[src/rtl/isqrt_pkg.sv]
// Shared types and helpers for the sequential integer square root.
package isqrt_pkg;

  typedef enum logic [1:0] {
    IDLE = 2'd0,
    CALC = 2'd1,
    DONE = 2'd2
  } state_e;

  // Root / remainder port width for a given radicand width.
  function automatic int root_w(input int w);
    return w / 2 + 1;
  endfunction

  // Floor square root by linear search; simulation reference only.
  function automatic longint unsigned isqrt_ref(input longint unsigned x);
    longint unsigned r;
    r = 0;
    while ((r + 1) * (r + 1) <= x) r++;
    return r;
  endfunction

endpackage

[src/rtl/isqrt_seq_if.sv]
// Operand / result handshake bundle for isqrt_seq.
interface isqrt_seq_if #(parameter int WIDTH = 8);
  import isqrt_pkg::*;
  localparam int RW = root_w(WIDTH);

  logic             enb_i;
  logic             in_valid_i;
  logic             in_ready_o;
  logic [WIDTH-1:0] dt_i;
  logic             round_i;
  logic             busy_o;
  logic             out_valid_o;
  logic             out_ready_i;
  logic [RW-1:0]    dt_o;
  logic [RW-1:0]    rem_o;

  modport master (
    output enb_i, in_valid_i, dt_i, round_i, out_ready_i,
    input  in_ready_o, busy_o, out_valid_o, dt_o, rem_o
  );

  modport slave (
    input  enb_i, in_valid_i, dt_i, round_i, out_ready_i,
    output in_ready_o, busy_o, out_valid_o, dt_o, rem_o
  );
endinterface

[src/rtl/isqrt_step.sv]
// One restoring root iteration: consumes two radicand bits, yields one root bit.
module isqrt_step #(
  parameter int WIDTH = 8
) (
  input  logic [WIDTH/2+1:0] rem_i,
  input  logic [WIDTH/2-1:0] root_i,
  input  logic [1:0]         bits_i,
  output logic [WIDTH/2+1:0] rem_o,
  output logic [WIDTH/2-1:0] root_o
);
  localparam int HW   = WIDTH / 2;
  localparam int REMW = HW + 2;

  logic [REMW+1:0] rem_sh;
  logic [REMW+1:0] trial;
  logic            ge;

  // Shift in the next bit pair and try subtracting (root<<2)|1.
  always_comb begin
    rem_sh = {rem_i, bits_i};
    trial  = {2'b00, root_i, 2'b01};
    ge     = (rem_sh >= trial);
    rem_o  = REMW'(ge ? (rem_sh - trial) : rem_sh);
    root_o = HW'({root_i, ge});
  end
endmodule

[src/rtl/isqrt_seq.sv]
// Sequential integer square root, one root bit per enabled clock.
module isqrt_seq
  import isqrt_pkg::*;
#(
  parameter int WIDTH = 8
) (
  input  logic        clk_i,
  input  logic        rst_ni,
  isqrt_seq_if.slave  bus
);
  localparam int HW   = WIDTH / 2;
  localparam int RW   = root_w(WIDTH);
  localparam int REMW = HW + 2;
  localparam int CW   = (HW > 1) ? $clog2(HW) : 1;

  state_e           state_q, state_d;
  logic [CW-1:0]    cnt_q, cnt_d;
  logic [WIDTH-1:0] rad_q, rad_d;
  logic [REMW-1:0]  rem_q, rem_d;
  logic [HW-1:0]    root_q, root_d;
  logic             rnd_q, rnd_d;

  logic [REMW-1:0]  step_rem;
  logic [HW-1:0]    step_root;
  logic             accept;
  logic             round_up;

  isqrt_step #(.WIDTH(WIDTH)) u_step (
    .rem_i  (rem_q),
    .root_i (root_q),
    .bits_i (rad_q[WIDTH-1 -: 2]),
    .rem_o  (step_rem),
    .root_o (step_root)
  );

  assign accept = bus.enb_i && bus.in_valid_i && (state_q == IDLE);

  // State register.
  always_ff @(posedge clk_i or negedge rst_ni) begin
    if (!rst_ni) state_q <= IDLE;
    else         state_q <= state_d;
  end

  // Next-state logic; a low enable freezes the FSM.
  always_comb begin
    state_d = state_q;
    if (bus.enb_i) begin
      case (state_q)
        IDLE:    if (bus.in_valid_i)  state_d = CALC;
        CALC:    if (cnt_q == '0)     state_d = DONE;
        DONE:    if (bus.out_ready_i) state_d = IDLE;
        default:                      state_d = IDLE;
      endcase
    end
  end

  // FSM outputs plus rounding of the floor root.
  always_comb begin
    bus.in_ready_o  = bus.enb_i && (state_q == IDLE);
    bus.busy_o      = (state_q == CALC);
    bus.out_valid_o = (state_q == DONE);
    round_up        = rnd_q && (rem_q > {2'b00, root_q});
    bus.dt_o        = {1'b0, root_q} + RW'(round_up);
    bus.rem_o       = rem_q[RW-1:0];
  end

  // Datapath next state: load on accept, iterate in CALC.
  always_comb begin
    cnt_d  = cnt_q;
    rad_d  = rad_q;
    rem_d  = rem_q;
    root_d = root_q;
    rnd_d  = rnd_q;
    if (accept) begin
      rad_d  = bus.dt_i;
      rnd_d  = bus.round_i;
      rem_d  = '0;
      root_d = '0;
      cnt_d  = CW'(HW - 1);
    end else if (bus.enb_i && state_q == CALC) begin
      rad_d  = rad_q << 2;
      rem_d  = step_rem;
      root_d = step_root;
      if (cnt_q != '0) cnt_d = cnt_q - 1'b1;
    end
  end

  // Datapath registers.
  always_ff @(posedge clk_i or negedge rst_ni) begin
    if (!rst_ni) begin
      cnt_q  <= '0;
      rad_q  <= '0;
      rem_q  <= '0;
      root_q <= '0;
      rnd_q  <= 1'b0;
    end else begin
      cnt_q  <= cnt_d;
      rad_q  <= rad_d;
      rem_q  <= rem_d;
      root_q <= root_d;
      rnd_q  <= rnd_d;
    end
  end
endmodule

[src/flat_wrapper.sv]
// flat-port wrapper written by rule: the top's interface ports become plain ports
module isqrt_seq_flat import isqrt_pkg::*;
#(
  parameter int WIDTH = 8
)
  (clk_i, rst_ni, bus_enb_i, bus_in_valid_i, bus_dt_i, bus_round_i, bus_out_ready_i, bus_in_ready_o, bus_busy_o, bus_out_valid_o, bus_dt_o, bus_rem_o);
  isqrt_seq_if #(.WIDTH(WIDTH)) bus_i ();
  input  logic clk_i;
  input  logic rst_ni;
  input wire logic [$bits(bus_i.enb_i)-1:0] bus_enb_i;
  input wire logic [$bits(bus_i.in_valid_i)-1:0] bus_in_valid_i;
  input wire logic [$bits(bus_i.dt_i)-1:0] bus_dt_i;
  input wire logic [$bits(bus_i.round_i)-1:0] bus_round_i;
  input wire logic [$bits(bus_i.out_ready_i)-1:0] bus_out_ready_i;
  output wire logic [$bits(bus_i.in_ready_o)-1:0] bus_in_ready_o;
  output wire logic [$bits(bus_i.busy_o)-1:0] bus_busy_o;
  output wire logic [$bits(bus_i.out_valid_o)-1:0] bus_out_valid_o;
  output wire logic [$bits(bus_i.dt_o)-1:0] bus_dt_o;
  output wire logic [$bits(bus_i.rem_o)-1:0] bus_rem_o;
  assign bus_i.enb_i = bus_enb_i;
  assign bus_i.in_valid_i = bus_in_valid_i;
  assign bus_i.dt_i = bus_dt_i;
  assign bus_i.round_i = bus_round_i;
  assign bus_i.out_ready_i = bus_out_ready_i;
  assign bus_in_ready_o = bus_i.in_ready_o;
  assign bus_busy_o = bus_i.busy_o;
  assign bus_out_valid_o = bus_i.out_valid_o;
  assign bus_dt_o = bus_i.dt_o;
  assign bus_rem_o = bus_i.rem_o;
  isqrt_seq #(.WIDTH(WIDTH)) u_core (.clk_i(clk_i), .rst_ni(rst_ni), .bus(bus_i));
endmodule
[config.mk]
export PLATFORM = sky130hd
export DESIGN_NAME = isqrt_seq_flat
export DESIGN_NICKNAME = d
export VERILOG_FILES = /design/src/rtl/isqrt_pkg.sv /design/src/rtl/isqrt_seq_if.sv /design/src/rtl/isqrt_step.sv /design/src/rtl/isqrt_seq.sv /design/src/flat_wrapper.sv
export SDC_FILE = /design/constraint.sdc
export NUM_CORES = 1
export LEC_CHECK = 0
export ABC_AREA = 1
export CORE_AREA = 3 3 60 62
export CTS_CLUSTER_SIZE = 20
export DETAILED_ROUTE_END_ITERATION = 8
export DIE_AREA = 0 0 63 65
export GPL_TIMING_DRIVEN = 0
export PLACE_DENSITY = 0.74
export SLEW_MARGIN = 20
export SYNTH_ARGS = -nofsm -noshare
export SYNTH_HDL_FRONTEND = slang
export SYNTH_SLANG_ARGS = --single-unit
[constraint.sdc]
create_clock -name clk_i -period 4.9 [get_ports clk_i]
set_input_delay 0.735 -clock clk_i [delete_from_list [all_inputs] [get_ports clk_i]]
set_output_delay 0.735 -clock clk_i [all_outputs]
set_load 0.05 [all_outputs]
==> results.sh <==
export IMPL_dp_cells=265
export IMPL_fin_nets=250
export IMPL_synth_edf_count=0
export IMPL_hold_path_class="in2async"
export IMPL_required_ns=4.16
export IMPL_hold_viol=0
export IMPL_fin_crit_ns=3.89
export IMPL_synthCells=195
export IMPL_synth_ff_type="dfrtp_1"
export IMPL_endpoint_kind="output pin"
export IMPL_tightest_slew_ns=0.526
export IMPL_start_kind="flip-flop"
export IMPL_cts_buffer_depth=2
export IMPL_crit_top_cell="ha_1"
export IMPL_fin_cells=269
export IMPL_cp_top_family="buffers and inverters"
export IMPL_fin_skew_ns=0.00141
export IMPL_power_density_nw_per_um2=763
export IMPL_cts_setup_buffers=0
export IMPL_cts_tree="yes"
export IMPL_drv_cap=0
export IMPL_path_clk_slew_ns=0.13
export IMPL_coreArea_sq_um=3080
export IMPL_grt_overflow=0
export IMPL_ctsHoldBuffers=0
export IMPL_grt_max_degree=24
export IMPL_ys_seq_area_share_pct=37.0
export IMPL_vdd_drop_max_uv=408
export IMPL_post_drt_wl_per_cell_um=11.8
export IMPL_row_count=20
export IMPL_drtAntennaViolNets=0
export IMPL_synth_seq_cells=23
export IMPL_syn_cell_area_sq_um=1550
export IMPL_report_final_setup_viol=0
export IMPL_crit_slowest_cell="clkdlybuf4s50_1"
export IMPL_portBuffers=26
export IMPL_reg2reg_setup_slack_ns=3.13
export IMPL_ys_types=25
export IMPL_track_usage_pct=16.8
export IMPL_area_growth_syn_to_layout_pct=21.7
export IMPL_viasPerCell=4.90
export IMPL_p_leak_nw=0.955
export IMPL_relSlewSlack_pct=65.0
export IMPL_htree_levels=1
export IMPL_n_antenna_cell=0
export IMPL_max_freq_ghz=0.257
export IMPL_cp_arrival_ns=3.15
export IMPL_drive_gt1_share_pct=13.3
export IMPL_antenna_found_initial=0
export IMPL_period_share_pct=79.4
export IMPL_regArea_sq_um=576
export IMPL_outcome="completed"
export IMPL_dr_pass1_iters=4
export IMPL_numCtsBuffers=3
export IMPL_async_flop_share_pct=100
export IMPL_grt_pass1_vias=1209
export IMPL_cts_sinks=23
export IMPL_die_y_um=65
export IMPL_multiInputGateArea_sq_um=759
export IMPL_crit_path_max_incr_delay_ns=0.81
export IMPL_cts_root_buf="clkbuf_4"
export IMPL_maxSlewViolCount=0
export IMPL_fill_cells=294
export IMPL_tns_ns=0
export IMPL_die_x_um=63
export IMPL_gp_congestion=0.836
export IMPL_vias=1319
export IMPL_syn_avg_cell_area_sq_um=7.97
export IMPL_ios=27
export IMPL_post_cts_resized=0
export IMPL_first_iter_violations=45
export IMPL_wl_um=3170
export IMPL_drc_errors=0
export IMPL_fin_ws_ns=1.01
export IMPL_cp_num_buf_inv=2
export IMPL_syn_num_nets=219
export IMPL_path_class="reg2out"
export IMPL_dp_hpwl_um=2490
export IMPL_dp_slack_ns=1.32
export IMPL_rsz0062_at_grt="no"
export IMPL_cp_max_fo=4
export IMPL_initial_core_util_pct=50.5
export IMPL_die_area_sq_um=4100
export IMPL_path_cells="inv_1 > ha_1 > nand2_2 > nor2_8 > nand2_1 > a211oi_1 > ha_1 > ha_1 > xor2_1 > clkdlybuf4s50_1"
export IMPL_grt_pass1_wl_um=5490
export IMPL_insertion_delay_ns=0.31
export IMPL_yosys_warnings=0
[cells in the mapped netlist (5+ instances only)]
cell type	number	share of area (%)
o21ai_1	7	2.3
nand4_1	6	2.4
inv_1	34	8.2
dfrtp_1	23	37
nand2_1	49	12
buf_4	6	2.9
ha_1	10	8.1
nand2_2	6	2.4
nand3_1	10	3.2
o21ai_0	7	2.3
o221ai_1	5	2.8
nor2_1	6	1.4
[report_power, final]
part / switching [W] / internal (W)
registers: 0.0000615 / 0.000274
clock network: 0.0000570 / 0.0000305
logic: 0.000654 / 0.000367
[path summary, 6_finish.rpt]
kind                                               from                          end  cells after the start
hold / removal                                   rst_ni  u_core.rem_q[4]$_DFFE_PN0P_                      1
min in group clk_i          u_core.cnt_q[0]$_DFFE_PN0P_  u_core.cnt_q[0]$_DFFE_PN0P_                      1
setup reg to reg           u_core.root_q[2]$_DFFE_PN0P_  u_core.rem_q[5]$_DFFE_PN0P_                      9
setup / recovery           u_core.root_q[2]$_DFFE_PN0P_                  bus_dt_o[2]                     10
max in group asynchronous                        rst_ni  u_core.rad_q[3]$_DFFE_PN0P_                      1
hold reg to reg             u_core.cnt_q[0]$_DFFE_PN0P_  u_core.cnt_q[0]$_DFFE_PN0P_                      1
[area by class of cell]
type | count | share of cell area [%]
inverters | 37 | 8.00
multi-input cells | 127 | 40.1
clock buffers | 3 | 1.19
plain buffers | 8 | 3.57
flip-flops and latches | 23 | 30.4
repair buffers | 26 | 13.5
clock inverters | 1 | 0.265
well taps | 44 | 2.91
[cell usage in the layout (no fill, tap or decap), drive strengths merged]
master	instances
ha	10
clkbuf	3
a211oi	1
o221ai	5
a21oi	3
dfrtp	23
inv	36
nor3	3
o22ai	3
xor2	3
nand3	12
nand2	57
nor2	10
o21ai	14
clkdlybuf4s50	25
clkinv	2
buf	9
nand4	6
[sequential cells by signal, indices dropped and copies added (netlist names)]
register,flops
u_core.rad_q,8
u_core.root_q,4
u_core.rnd_q,1
u_core.state_q,2
u_core.cnt_q,2
u_core.rem_q,6
[layer usage]
metal | up-vias | track usage [%] | part of all wire (%)
li1 | 681 | - | -
met1 | 597 | 21.6 | 46
met2 | 35 | 27.4 | 48
met3 | 6 | 2.43 | 4.0
met4 | 0 | 8.82 | 2.1
met5 | - | 0 | 0
[cell families after synthesis]
group | after synthesis | share of synthesized area, %
flip-flops | 23 | 37.0
XOR/XNOR | 3 | 1.69
adder cells (fa/ha/maj) | 10 | 8.05
buffers and inverters | 45 | 14.1
AND/OR/NAND/NOR | 88 | 29.1
AO/OA/AOI/OAI | 26 | 9.98
[worst register-to-register path, stage by stage, from the launching register on]
cell	delay [ns]
dfrtp_1	0.41
inv_1	0.10
ha_1	0.39
nand2_2	0.13
nor2_8	0.16
nand3_4	0.12
nand3_4	0.13
nand3_1	0.08
nand2_1	0.10
nand2_1	0.05
[per-stage QoR]
stage	utilization, %	instance area (sq um)	total power (W)	hold slack [ns]
global route	61.5	1890	0.00158	0.402
global placement	60.7	1870	0.00134	0.465
finish	61.5	1890	0.00144	0.382
floorplan	-	1550	0.00113	0.439
detailed placement	60.7	1870	0.00136	0.468
CTS	61.6	1900	0.00146	0.487
No activity file was read; power rests on OpenSTA's default activity.
